===== config.mk =====
export PLATFORM = sky130hd
export DESIGN_NAME = ctr_chain_tc
export DESIGN_NICKNAME = d
export VERILOG_FILES = /design/src/rtl/ctr_chain_tc.sv
export SDC_FILE = /design/constraint.sdc
export NUM_CORES = 1
export LEC_CHECK = 0
export ABC_AREA = 1
export ABC_CLOCK_PERIOD_IN_PS = 3400
export BUFFER_PORTS_ARGS = -buffer_cell sky130_fd_sc_hd__buf_4
export CAP_MARGIN = 20
export CORE_AREA = 2 2 39 41
export DETAILED_ROUTE_END_ITERATION = 8
export DIE_AREA = 0 0 41 43
export PLACE_DENSITY = 0.79
export SLEW_MARGIN = 20
export SYNTH_ARGS = -nofsm -noshare
export SYNTH_HDL_FRONTEND = slang
export SYNTH_SLANG_ARGS = --single-unit

===== constraint.sdc =====
create_clock -name clk -period 3.4 [get_ports clk]
set_clock_uncertainty 0.15 [all_clocks]
set_input_delay 0.34 -clock clk [delete_from_list [all_inputs] [get_ports clk]]
set_output_delay 0.34 -clock clk [all_outputs]
set_load 0.01 [all_outputs]

===== src/rtl/ctr_chain_tc.sv =====
// Two-stage modulo counter chain with terminal-count decode and wrap pulse.
// Define CTR_CHAIN_STRETCH_EN to stretch tc_out to PW clocks (retriggerable).
module ctr_chain_tc #(
  parameter int LO_MOD = 64,
  parameter int HI_MOD = 16,
  parameter int PW     = 4,
  parameter int W_LO   = $clog2(LO_MOD),
  parameter int W_HI   = $clog2(HI_MOD)
) (
  input  logic            clk,
  input  logic            rst_n,
  input  logic            en,
  input  logic            clr,
  output logic [W_LO-1:0] lo,
  output logic [W_HI-1:0] hi,
  output logic            lo_tc,
  output logic            hi_tc,
  output logic            tc_out
);

  localparam logic [W_LO-1:0] LO_MAX = W_LO'(LO_MOD - 1);
  localparam logic [W_HI-1:0] HI_MAX = W_HI'(HI_MOD - 1);

  logic [W_LO-1:0] lo_q, lo_d;
  logic [W_HI-1:0] hi_q, hi_d;
  logic            tc_q;
  logic            fire;

  always_comb begin
    lo_tc = en & (lo_q == LO_MAX);
    hi_tc = lo_tc & (hi_q == HI_MAX);
    fire  = hi_tc & ~clr;
    lo_d  = lo_q;
    hi_d  = hi_q;
    if (clr) begin
      lo_d = '0;
      hi_d = '0;
    end else if (en) begin
      lo_d = lo_tc ? '0 : lo_q + 1'b1;
      if (lo_tc)
        hi_d = (hi_q == HI_MAX) ? '0 : hi_q + 1'b1;
    end
  end

  always_ff @(posedge clk) begin
    if (!rst_n) begin
      lo_q <= '0;
      hi_q <= '0;
    end else begin
      lo_q <= lo_d;
      hi_q <= hi_d;
    end
  end

`ifdef CTR_CHAIN_STRETCH_EN
  localparam int W_PW = (PW > 1) ? $clog2(PW) : 1;
  localparam logic [W_PW-1:0] CNT_LD = W_PW'(PW - 1);

  typedef enum logic { S_IDLE, S_PULSE } st_t;

  st_t             st_q;
  logic [W_PW-1:0] cnt_q;

  // A new wrap in PULSE reloads the count so back-to-back pulses merge.
  always_ff @(posedge clk) begin
    if (!rst_n) begin
      st_q  <= S_IDLE;
      cnt_q <= '0;
      tc_q  <= 1'b0;
    end else begin
      unique case (st_q)
        S_IDLE: begin
          if (fire) begin
            st_q  <= S_PULSE;
            cnt_q <= CNT_LD;
            tc_q  <= 1'b1;
          end else begin
            tc_q  <= 1'b0;
          end
        end
        S_PULSE: begin
          if (fire) begin
            cnt_q <= CNT_LD;
            tc_q  <= 1'b1;
          end else if (cnt_q == '0) begin
            st_q  <= S_IDLE;
            tc_q  <= 1'b0;
          end else begin
            cnt_q <= cnt_q - 1'b1;
            tc_q  <= 1'b1;
          end
        end
      endcase
    end
  end
`else
  // PW has no effect in the one-clock build.
  localparam bit PW_OK = (PW >= 1);

  always_ff @(posedge clk) begin
    if (!rst_n) tc_q <= 1'b0;
    else        tc_q <= fire & PW_OK;
  end
`endif

  assign lo     = lo_q;
  assign hi     = hi_q;
  assign tc_out = tc_q;

endmodule


**Word level (Yosys, flattened, before mapping)**

Index checks and enable logic that the tools add are counted.

- Shifts and indexed selects: 0
- Reduce and logical (&&, ||, !) cells: 2
- Muxes and demuxes: 2
- Divide/modulo/power cells: 0
- Multipliers: 0
- Eq/ne operators: 2
- Add/subtract/negate cells: 2
- Magnitude comparators: 0
- Bitwise operators: 5

Operators by type and width:

| operator | number |
|---|---|
| adder 6 x 1 -> 6 bit (second input constant) | 1 |
| equality test 6 bit (second input constant) | 1 |
| 2-to-1 mux 6 bit | 1 |
| adder 4 x 1 -> 4 bit (second input constant) | 1 |
| equality test 4 bit (second input constant) | 1 |
| 2-to-1 mux 4 bit | 1 |
| AND 1 bit | 3 |
| inverter 1 bit | 2 |
| AND reduction 2 bit | 1 |
| OR reduction 2 bit | 1 |

- Bits in latches: 0
- Bits in registers: 11
- Input port bits: 4
- Memories kept: 0
- Output and inout bits: 13
- ROM bits: 0
- RAM bits: 0

**Logic depth before layout (Yosys ltp)**

- Depth after elaboration: 4
- Gate-level depth with buffers: 7
- Depth with buffers taken out: 7

**Worst setup path before layout**

OpenSTA, ideal clock, no wires.

- Kind: reg2out
- Start: register lo_q[0] (netlist: lo[0])
- End: output hi_tc
- Arrival time: 1.094 ns
- Path slack: 1.816 ns
- Stages on the path, launching flop included: 6
- Cells stage by stage: dfxtp_1 -> ha_1 -> nand2_1 -> nor2_4 -> nand2_2 -> nor2_1

- Word-level cells in the longest chain between the ends: 3

RTL lines:

| item | RTL line | text |
|---|---|---|
| from (decl) | 24 | `logic [W_LO-1:0] lo_q, lo_d;` |
| from (signal assigned) | 50 | `lo_q <= lo_d;` |
| equality test 6 bit | 30 | `lo_tc = en & (lo_q == LO_MAX);` |
| AND 1 bit | 30 |  |
| AND 1 bit | 31 | `hi_tc = lo_tc & (hi_q == HI_MAX);` |
| to (decl) | 17 | `output logic hi_tc,` |

No other way between the ends.

**Worst setup path in the final report**

Ends and elaborated chain as after synthesis.

==> flow_summary.ini <==
[synth]
synthCells = 77
synth_compound_area_share_pct = 6.98
ys_top_cells_by_count = nand2_1 (20), dfxtp_1 (11), nor2_1 (11)
synthMuxAreaShare_pct = 0
synth_area_leaders = dfxtp_1 (40%), nand2_1 (14%), nor2_1 (7.4%), nor2_4 (6.1%), inv_1 (5.4%)
ys.flop_type = dfxtp_1
yosys.area.top_type = dfxtp_1
synthAdderAreaFrac_pct = 4.50
ys_ff_latch = 11
yosysTopAreaCellShare_pct = 39.6
synthDistinctLibCells = 16
synth-edff-count = 0
syn-num-nets = 83
post-synth-top-count-cell = nand2_1
synth_warnings = 0
synth_top_family_by_area = simple AND/OR/NAND/NOR gates
synthXorXnorAreaFrac_pct = 3.15
syn_avg_cell_area_um2 = 7.21
async_flop_share_pct = 0
synth_simple_gate_area_share_pct = 39.6
ys_seq_area_share_pct = 39.6
syn_area_um2 = 556

[floorplanning]
coreArea_um2 = 1380
io_pins = 17
fp.dieH_um = 43
die-area_um2 = 1760
die_w_um = 41
start_util_pct = 40.1
fp-row-count = 14

[power]
vdd_drop_max_mv = 0.159
p_clk_share_pct = 39.5
pwr-share-seq_pct = 54.7
sw_frac_of_total_pct = 24.0
power_frac_comb_pct = 5.8
internal_power_uw = 181
leakage_nw = 0.322
powerDensity_nw_per_um2 = 330
p_switching_uw = 57.1
finalPower_uw = 238

[layout]
nNetsFinal = 104
drive_gt1_share_pct = 29.9
num_antenna_cells = 0
fillers = 146
syn_to_final_growth_pct = 30.0

[routing]
drc = 0
dr.pass1.iters = 4
top_layer_used = met4
num_vias = 544
post_drt_wl_per_cell_um = 10.3
ant_nets = 0
postRouteWirelength_um = 1170
wl_met2_um = 577
met3_length_um = 78
via_per_inst = 4.81
drt_iter0_drc = 7
met1_length_um = 489

[clock_tree]
cts.hold.buffers_added = 0
root_buffer = clkbuf_4
post_cts_buffers = 0
clkLatencyLatePin_ps = 280
htreeDepth = 1
path_clk_slew_ps = 70
ctsResizeCount = 0
cts.path.max_buffers = 2
cts_num_sinks = 11
cts_tree = yes
cts_inserted_buffers = 3

[status]
status = completed

[critical_path]
worstSetupPathType = flip-flop to output pin
arrival_ps = 1440
startpoint_type = flip-flop
critical_path_peak_fanout = 6
endpoint_kind = output pin
cp.required_ps = 2910

[placement]
hpwlAfterDp_um = 924
port_buffers = 16
globalplace.congestion = 0.815

[run]
drv_cap = 0

[timing]
fmax_mhz = 517
period_minus_slack_ps = 1930
worst_slew_pin_slew_ps = 205
fin_crit_sh_pct = 56.8
hold_viol_final = 0
slew_viol_final = 0
setup_viol = 0
fin_tns_setup_ps = 0
relSlewSlack_pct = 86.3
rsz0062_at_grt = no

[grt]
grt_pass1_wl_um = 2000
grt_pass1_vias = 494
grt.overflow.total = 0
grt_max_degree = 7
grt_usage_pct = 17.0
antenna_found_initial = 0

[min_path]
hp-class = input pin to flip-flop
[state kept, by name, indices dropped and copies added (netlist names)]
register and flops:
hi 4, lo 6, tc_out 1
[cell usage in the layout, fill, tap and decap left out, drive strengths merged]
master  netlist  layout
a21oi         6       6
buf           0      16
clkbuf        0       4
dfxtp        11      11
ha            2       2
inv           9       9
nand2        21      21
nand3         6       6
nor2         17      17
nor3          2       2
o21ai         1       1
xor2          2       2
[cell families after synthesis]
group	Yosys count
buffers and inverters	9
DFF	11
adders and majority gates	2
AOI/OAI and AO/OA	7
xor gates and xnor gates	2
and+or+nand+nor	46
[area by class of cell]
type	count	area [um2]	share of cell area (%)
Multi-Input combinational cell	57	302	41.8
Sequential cell	11	220	30.5
Timing Repair Buffer	16	120	16.6
Inverter	9	33.8	4.68
Clock buffer	4	26.3	3.64
Tap cell	16	20.0	2.77
[path summary, 6_finish.rpt]
kind | cells past startpoint | start | endpoint | slack (ps)
setup / recovery | 6 | lo[0] | hi_tc | 1470
setup reg to reg | 6 | lo[0] | lo[0] | 2030
hold reg to reg | 2 | lo[1] | lo[1] | 350
hold / removal | 4 | clr | lo[0] | 180
[through the flow]
stage	utilization [%]	worst slack, ps	hold WS, ps	instance area [um2]	cells
after global placement	50.3	1810	333	696	109
after global routing	52.2	1370	193	722	113
after CTS	52.2	1460	185	722	113
final	52.2	1470	179	722	113
after detailed placement	50.3	1770	342	696	109
after floorplan	-	1820	330	556	77
[metal layers]
layer / vias to the layer above / track usage (%)
met5: - / 0
met4: 0 / 8.00
met3: 3 / 6.28
met2: 16 / 25.6
met1: 245 / 20.3
li1: 280 / -
[critical path: stages, from the launching register on]
cell	delay, ps
dfxtp_1	370
ha_1	220
nand2_1	100
nor2_4	130
nand2_2	110
nor2_1	100
buf_4	120
[power by group through the flow]
stage               Sequential, mW  Combinational (mW)  Clock [mW]
floorplan                    0.134             0.00676           0
global placement             0.133              0.0133           0
detailed placement           0.133              0.0139           0
CTS                          0.130              0.0139      0.0952
global route                 0.130              0.0155       0.103
finish                       0.130              0.0138      0.0939
(Power assumes the default switching activity.)
